[config.mk]
export PLATFORM = sky130hd
export DESIGN_NAME = regfile_2r2w_flat
export DESIGN_NICKNAME = d
export VERILOG_FILES = /design/src/rtl/regfile_pkg.sv /design/src/rtl/regfile_2r2w_if.sv /design/src/rtl/regfile_read_port.sv /design/src/rtl/regfile_2r2w.sv /design/src/flat_wrapper.sv
export SDC_FILE = /design/constraint.sdc
export NUM_CORES = 1
export LEC_CHECK = 0
export CORE_MARGIN = 8
export CORE_UTILIZATION = 50
export CTS_CLUSTER_DIAMETER = 200
export CTS_CLUSTER_SIZE = 20
export DETAILED_ROUTE_END_ITERATION = 10
export HOLD_SLACK_MARGIN = 0.05
export PLACE_DENSITY = 0.71
export SETUP_SLACK_MARGIN = 0.4
export SYNTH_ARGS = -nofsm -noshare
export SYNTH_HDL_FRONTEND = slang
export SYNTH_HIERARCHICAL = 1
export SYNTH_SLANG_ARGS = --single-unit
[constraint.sdc]
create_clock -name clk -period 3.3 [get_ports clk]
set_input_delay 0.66 -clock clk [delete_from_list [all_inputs] [get_ports clk]]
set_output_delay 0.66 -clock clk [all_outputs]
set_load 0.005 [all_outputs]
[src/rtl/regfile_pkg.sv]
// Shared types and defaults for the 2-read/2-write register file.
// No logic; no latency or backpressure of its own.
package regfile_pkg;

  typedef enum logic {
    CLEAR = 1'b0,
    RUN   = 1'b1
  } state_t;

  localparam int REGFILE_WIDTH = 16;
  localparam int REGFILE_DEPTH = 16;

  function automatic bit depth_ok(int depth);
    return (depth >= 2) && ((depth & (depth - 1)) == 0);
  endfunction

endpackage

[src/rtl/regfile_2r2w_if.sv]
// Operand-bus bundle for regfile_2r2w: clear/ready, two read ports, two write ports.
// Reads return one cycle after the address; no backpressure beyond the ready level.
interface regfile_2r2w_if
  import regfile_pkg::*;
#(
  parameter int WIDTH = REGFILE_WIDTH,
  parameter int DEPTH = REGFILE_DEPTH
);
  localparam int ADDR_W = $clog2(DEPTH);

  logic              clear;
  logic              ready;
  logic [ADDR_W-1:0] rd_num1;
  logic [ADDR_W-1:0] rd_num2;
  logic [WIDTH-1:0]  bus_out1;
  logic [WIDTH-1:0]  bus_out2;
  logic              wr_en1;
  logic [ADDR_W-1:0] wr_num1;
  logic [WIDTH-1:0]  wr_data1;
  logic              wr_en2;
  logic [ADDR_W-1:0] wr_num2;
  logic [WIDTH-1:0]  wr_data2;

  modport master (
    output clear, rd_num1, rd_num2,
    output wr_en1, wr_num1, wr_data1, wr_en2, wr_num2, wr_data2,
    input  ready, bus_out1, bus_out2
  );

  modport slave (
    input  clear, rd_num1, rd_num2,
    input  wr_en1, wr_num1, wr_data1, wr_en2, wr_num2, wr_data2,
    output ready, bus_out1, bus_out2
  );

endinterface

[src/rtl/regfile_read_port.sv]
// One registered read port with write-port-1 > write-port-2 > array bypass priority.
// Latency 1 cycle; never stalls. REGFILE_ZERO_REG_EN forces address 0 to read zero.
module regfile_read_port
  import regfile_pkg::*;
#(
  parameter int WIDTH  = REGFILE_WIDTH,
  parameter int ADDR_W = $clog2(REGFILE_DEPTH)
) (
  input  logic              clk,
  input  logic              rst,
  input  logic              zero,
  input  logic [ADDR_W-1:0] rd_num,
  input  logic [WIDTH-1:0]  ent_dat,
  input  logic              we1,
  input  logic [ADDR_W-1:0] wr_num1,
  input  logic [WIDTH-1:0]  wr_data1,
  input  logic              we2,
  input  logic [ADDR_W-1:0] wr_num2,
  input  logic [WIDTH-1:0]  wr_data2,
  output logic [WIDTH-1:0]  bus_out
);

  logic [WIDTH-1:0] nxt_dat;

  always_comb begin
    nxt_dat = ent_dat;
    if (we2 && (wr_num2 == rd_num)) nxt_dat = wr_data2;
    // Port 1 is applied last so it overrides port 2 on an address tie.
    if (we1 && (wr_num1 == rd_num)) nxt_dat = wr_data1;
`ifdef REGFILE_ZERO_REG_EN
    if (rd_num == '0) nxt_dat = '0;
`endif
    if (zero) nxt_dat = '0;
  end

  always_ff @(posedge clk or posedge rst) begin
    if (rst) bus_out <= '0;
    else     bus_out <= nxt_dat;
  end

endmodule

[src/rtl/regfile_2r2w.sv]
// DEPTH x WIDTH register file, 2 registered reads (1 cycle, bypassed), 2 writes, clear sequencer.
// No backpressure; ready is low for DEPTH cycles while clearing. Option: REGFILE_ZERO_REG_EN.
module regfile_2r2w
  import regfile_pkg::*;
#(
  parameter int WIDTH = REGFILE_WIDTH,
  parameter int DEPTH = REGFILE_DEPTH
) (
  input logic           clk,
  input logic           rst,
  regfile_2r2w_if.slave bus
);

  localparam int ADDR_W = $clog2(DEPTH);
  localparam logic [ADDR_W-1:0] LAST_IDX = ADDR_W'(DEPTH - 1);

  if (!depth_ok(DEPTH)) begin : g_bad_depth
    $error("regfile_2r2w: DEPTH must be a power of two >= 2");
  end

  state_t            state, state_nxt;
  logic [ADDR_W-1:0] clr_idx, idx_nxt;
  logic              clr_we;
  logic              we1, we2;
  logic              out_zero;
  logic [WIDTH-1:0]  mem [DEPTH];
  logic [WIDTH-1:0]  ent1, ent2;

  always_ff @(posedge clk or posedge rst) begin
    if (rst) begin
      state   <= CLEAR;
      clr_idx <= '0;
    end else begin
      state   <= state_nxt;
      clr_idx <= idx_nxt;
    end
  end

  always_comb begin
    state_nxt = state;
    idx_nxt   = clr_idx;
    clr_we    = 1'b0;
    if (state == CLEAR) begin
      clr_we = 1'b1;
      if (bus.clear) begin
        idx_nxt = '0;
      end else begin
        idx_nxt = clr_idx + 1'b1;
        if (clr_idx == LAST_IDX) state_nxt = RUN;
      end
    end else if (bus.clear) begin
      state_nxt = CLEAR;
      idx_nxt   = '0;
    end
  end

  assign bus.ready = (state == RUN);

  // A clear request discards writes presented in the same cycle.
`ifdef REGFILE_ZERO_REG_EN
  assign we1 = bus.wr_en1 && (state == RUN) && !bus.clear && (bus.wr_num1 != '0);
  assign we2 = bus.wr_en2 && (state == RUN) && !bus.clear && (bus.wr_num2 != '0);
`else
  assign we1 = bus.wr_en1 && (state == RUN) && !bus.clear;
  assign we2 = bus.wr_en2 && (state == RUN) && !bus.clear;
`endif

  // Storage carries no reset so it can map onto block RAM; the sequencer zeroes it.
  always_ff @(posedge clk) begin
    if (clr_we) begin
      mem[clr_idx] <= '0;
    end else begin
      if (we2) mem[bus.wr_num2] <= bus.wr_data2;
      if (we1) mem[bus.wr_num1] <= bus.wr_data1;
    end
  end

  assign ent1     = mem[bus.rd_num1];
  assign ent2     = mem[bus.rd_num2];
  assign out_zero = (state != RUN) || bus.clear;

  regfile_read_port #(.WIDTH(WIDTH), .ADDR_W(ADDR_W)) u_rd1 (
    .clk      (clk),
    .rst      (rst),
    .zero     (out_zero),
    .rd_num   (bus.rd_num1),
    .ent_dat  (ent1),
    .we1      (we1),
    .wr_num1  (bus.wr_num1),
    .wr_data1 (bus.wr_data1),
    .we2      (we2),
    .wr_num2  (bus.wr_num2),
    .wr_data2 (bus.wr_data2),
    .bus_out  (bus.bus_out1)
  );

  regfile_read_port #(.WIDTH(WIDTH), .ADDR_W(ADDR_W)) u_rd2 (
    .clk      (clk),
    .rst      (rst),
    .zero     (out_zero),
    .rd_num   (bus.rd_num2),
    .ent_dat  (ent2),
    .we1      (we1),
    .wr_num1  (bus.wr_num1),
    .wr_data1 (bus.wr_data1),
    .we2      (we2),
    .wr_num2  (bus.wr_num2),
    .wr_data2 (bus.wr_data2),
    .bus_out  (bus.bus_out2)
  );

endmodule

[src/flat_wrapper.sv]
// flat-port wrapper written by rule: the top's interface ports become plain ports
module regfile_2r2w_flat import regfile_pkg::*;
#(
  parameter int WIDTH = REGFILE_WIDTH,
  parameter int DEPTH = REGFILE_DEPTH
)
  (clk, rst, bus_clear, bus_rd_num1, bus_rd_num2, bus_wr_en1, bus_wr_num1, bus_wr_data1, bus_wr_en2, bus_wr_num2, bus_wr_data2, bus_ready, bus_bus_out1, bus_bus_out2);
  regfile_2r2w_if #(.WIDTH(WIDTH), .DEPTH(DEPTH)) bus_i ();
  input logic clk;
  input logic rst;
  input wire logic [$bits(bus_i.clear)-1:0] bus_clear;
  input wire logic [$bits(bus_i.rd_num1)-1:0] bus_rd_num1;
  input wire logic [$bits(bus_i.rd_num2)-1:0] bus_rd_num2;
  input wire logic [$bits(bus_i.wr_en1)-1:0] bus_wr_en1;
  input wire logic [$bits(bus_i.wr_num1)-1:0] bus_wr_num1;
  input wire logic [$bits(bus_i.wr_data1)-1:0] bus_wr_data1;
  input wire logic [$bits(bus_i.wr_en2)-1:0] bus_wr_en2;
  input wire logic [$bits(bus_i.wr_num2)-1:0] bus_wr_num2;
  input wire logic [$bits(bus_i.wr_data2)-1:0] bus_wr_data2;
  output wire logic [$bits(bus_i.ready)-1:0] bus_ready;
  output wire logic [$bits(bus_i.bus_out1)-1:0] bus_bus_out1;
  output wire logic [$bits(bus_i.bus_out2)-1:0] bus_bus_out2;
  assign bus_i.clear = bus_clear;
  assign bus_i.rd_num1 = bus_rd_num1;
  assign bus_i.rd_num2 = bus_rd_num2;
  assign bus_i.wr_en1 = bus_wr_en1;
  assign bus_i.wr_num1 = bus_wr_num1;
  assign bus_i.wr_data1 = bus_wr_data1;
  assign bus_i.wr_en2 = bus_wr_en2;
  assign bus_i.wr_num2 = bus_wr_num2;
  assign bus_i.wr_data2 = bus_wr_data2;
  assign bus_ready = bus_i.ready;
  assign bus_bus_out1 = bus_i.bus_out1;
  assign bus_bus_out2 = bus_i.bus_out2;
  regfile_2r2w #(.WIDTH(WIDTH), .DEPTH(DEPTH)) u_core (.clk(clk), .rst(rst), .bus(bus_i));
endmodule
==> out/metrics.yaml <==
synthToLayoutAreaGrowth_pct: 11.9
multi_input_area_sq_mm: 0.00876
grt_pass1_wl_microns: 76100
clk_pin_slew_worst_paths_ns: 0.09
ys_ff_latch: 293
cts_resized: 0
tightestPinTransition_ns: 1.18
synthArstFlopShare: 0.126
post_cts.repair.setup_buffers: 0
finish.utilization: 0.565
synth_seq_area_share: 0.483
intPower_uw: 5470
drc: 0
placed_cells: 1654
n_antenna_cell: 0
hold_viol: 0
synth_nets: 1222
startpoint_type: "input pin"
drt-initial-drc-count: 1308
endpoint_kind: "flop"
grt_max_degree: 66
critical_path_buf_inv_count: 2
fmax_mhz: 369
grt_pass1_vias: 11912
final_antenna_net_count: 0
vias_per_cell: 6.99
start_util: 0.505
dieArea_sq_mm: 0.0420
finalSetupViolCount: 0
dieWidth_microns: 205
wl_per_cell_microns: 30.0
synth_cells: 1168
clkSinkCount: 293
tns_ns: 0
power_frac_clock: 0.320
drive_above_1_share: 0.447
boundaryPins: 86
nets: 1267
numCtsBuffers: 18
finalCritPeriodShare: 0.822
cts_htree_levels: 1
critPathLaunch: "bus_clear"
synth_largest_area_cell: "edfxtp_1"
num_rows: 69
maxSlewViolCount: 0
num_vias: 11781
clock_skew_ns: 0.0108
yosysWarnings: 6
crit_family: "compound AO/OA/AOI/OAI gates"
cp_cell_sequence: "clkdlybuf4s50_1 > and3b_1 > buf_4 > o2111ai_2 > o31ai_1 > a31oi_1"
leakage_uw: 0.00736
fin_crit_ns: 2.71
cts_root_buf: "clkbuf_16"
antenna_found_initial: 0
cts-hold-fix-buffers: 0
synth-edff-count: 256
fillCellCount: 2797
synth_top_flop_cell: "edfxtp_1"
crit_end: "u_core/u_rd1/bus_out[3]$_DFF_PP0_"
arrival_ns: 3.08
criticalPathCategory: "input pin to flop"
drv_cap: 0
dp_hpwl_microns: 34300
ir_worst_vdd_mv: 0.324
final_cells: 1686
cp.depth: 6
synth.distinct_cells: 48
critPathMaxFanout: 20
rsz0062_at_grt: "false"
slowest_stage: "o2111ai_2"
synth_area_leaders: "edfxtp_1, mux4_2, mux2_2, dfrtp_1, a22oi_1"
die_h_microns: 205
place.port_buffers: 85
yosysTopAreaCellShare: 0.431
swShare: 0.250
firstDrtPassIters: 7
status: "finished clean"
gp_congestion: 0.855
syn_avg_cell_area_sq_um: 15.3
cts_tree: "built"
pwr_density_cell_mw_per_mm2: 366
cp_data_required_time_ns: 3.66
pwr-share-seq: 0.559
coreArea_sq_mm: 0.0353
switchingPower_uw: 1830
worstHoldPathType: "input pin to asynchronous set/reset pin"
r2r_slack_ns: 0.86
r2r_start: "u_core/bus.ready$_DFF_PP0_"
design_area_sq_mm: 0.0200
grt_overflow: 0
power_frac_comb: 0.120
synth_area_sq_mm: 0.0178
dpl-instance-area_sq_mm: 0.0194
groute.usage.overall: 0.238
rr_worst_depth: 5
slew_headroom: 0.208
critPathMaxStageDelay_ns: 0.58
seq_area_sq_mm: 0.00861
cts_buffer_depth: 3
wl_microns: 50600
clk_latency_ns: 0.51
totalPowerFinal_uw: 7300
r2r_end: "u_core/u_rd1/bus_out[3]$_DFF_PP0_"
[layer usage]
| layer | track usage | routed length [microns] | vias to the layer above |
|---|---|---|---|
| li1 | - | - | 4907 |
| met1 | 0.321 | 20100 | 6177 |
| met2 | 0.401 | 24700 | 609 |
| met3 | 0.0425 | 4770 | 88 |
| met4 | 0.0470 | 975 | 0 |
| met5 | 0 | 0 | - |
[per-stage QoR]
step,hold WS [ns],setup WS [ns]
floorplan,0.439,-0.00772
global placement,0.621,0.190
detailed placement,0.635,0.113
CTS,0.436,0.656
global route,0.493,0.485
finish,0.441,0.588
[synth_stat cells (2+ instances only)]
cell type,count
a22oi_1,64
a31oi_1,36
and2_0,6
and2_1,2
and2_4,10
and3b_1,2
buf_1,4
buf_2,42
buf_4,4
buf_6,12
clkbuf_1,52
clkbuf_2,12
dfrtp_1,37
edfxtp_1,256
inv_1,10
mux2_2,240
mux2_4,18
mux2i_1,3
mux4_2,128
nand2_1,36
nand2b_1,6
nand3_2,2
nand3_4,11
nand4_1,32
nand4b_1,2
nor2_1,9
nor2b_1,12
nor3_2,4
o2111a_1,2
o2111ai_1,2
o31ai_1,58
o31ai_2,20
o32ai_1,2
or2_1,2
or3_1,5
xnor2_1,11
xor2_1,2
xor2_2,2
[power by group through the flow]
| stage | registers [uW] | clock network, uW | logic (uW) |
|---|---|---|---|
| final | 4080 | 2340 | 878 |
| after global routing | 4090 | 2480 | 918 |
| after CTS | 4080 | 2370 | 866 |
| after detailed placement | 4170 | 0 | 863 |
| after global placement | 4160 | 0 | 853 |
| after floorplan | 4160 | 0 | 500 |
[worst min-delay path by stage]
stage / startpoint / endpoint / slack, ns / cells past startpoint
3_3_place_gp: u_core/clr_idx[1]$_DFFE_PP0P_ / u_core/clr_idx[1]$_DFFE_PP0P_ / 0.62 / 2
5_1_grt: rst / u_core/bus.ready$_DFF_PP0_ / 0.49 / 2
2_1_floorplan: rst / u_core/bus.ready$_DFF_PP0_ / 0.44 / 1
6_report: rst / u_core/bus.ready$_DFF_PP0_ / 0.44 / 2
3_5_place_dp: u_core/clr_idx[1]$_DFFE_PP0P_ / u_core/clr_idx[1]$_DFFE_PP0P_ / 0.64 / 2
4_1_cts: rst / u_core/bus.ready$_DFF_PP0_ / 0.44 / 2
[area by class of cell]
type / instances / share of cell area
clock buffer: 31 / 0.0261
multi-input combinational: 738 / 0.439
tap: 461 / 0.0289
sequential: 293 / 0.432
inverter: 11 / 0.00245
timing repair buffer: 151 / 0.0717
clock inverter: 1 / 0.000439
[cells by family (layout without fill, tap and decap cells)]
kind of cell	after synthesis	in the layout	share of synthesized area
AOI/OAI and AO/OA	185	185	0.0817
xor gates and xnor gates	15	15	0.00821
muxes	389	389	0.330
adders and majority gates	1	1	0.000701
DFF	293	293	0.483
buffers and inverters	137	194	0.0389
and+or+nand+nor	148	148	0.0576
[sequential cells by signal (all words and copies together), names as in the netlist]
signal,count
u_core/mem,256
u_core/u_rd1/bus_out,16
u_core/u_rd2/bus_out,16
u_core/clr_idx,4
u_core/bus.ready,1
[cells in the final DEF (no fill, tap or decap), drive strengths merged, types with 13 or more instances in the layout]
cell,n
mux4,128
dfrtp,37
nand4,32
clkbuf,31
buf,70
nand2,36
a22oi,64
edfxtp,256
and2,18
o31ai,78
clkdlybuf4s50,81
a31oi,36
nand3,13
mux2,258
Power figures use the tool's default switching activity.
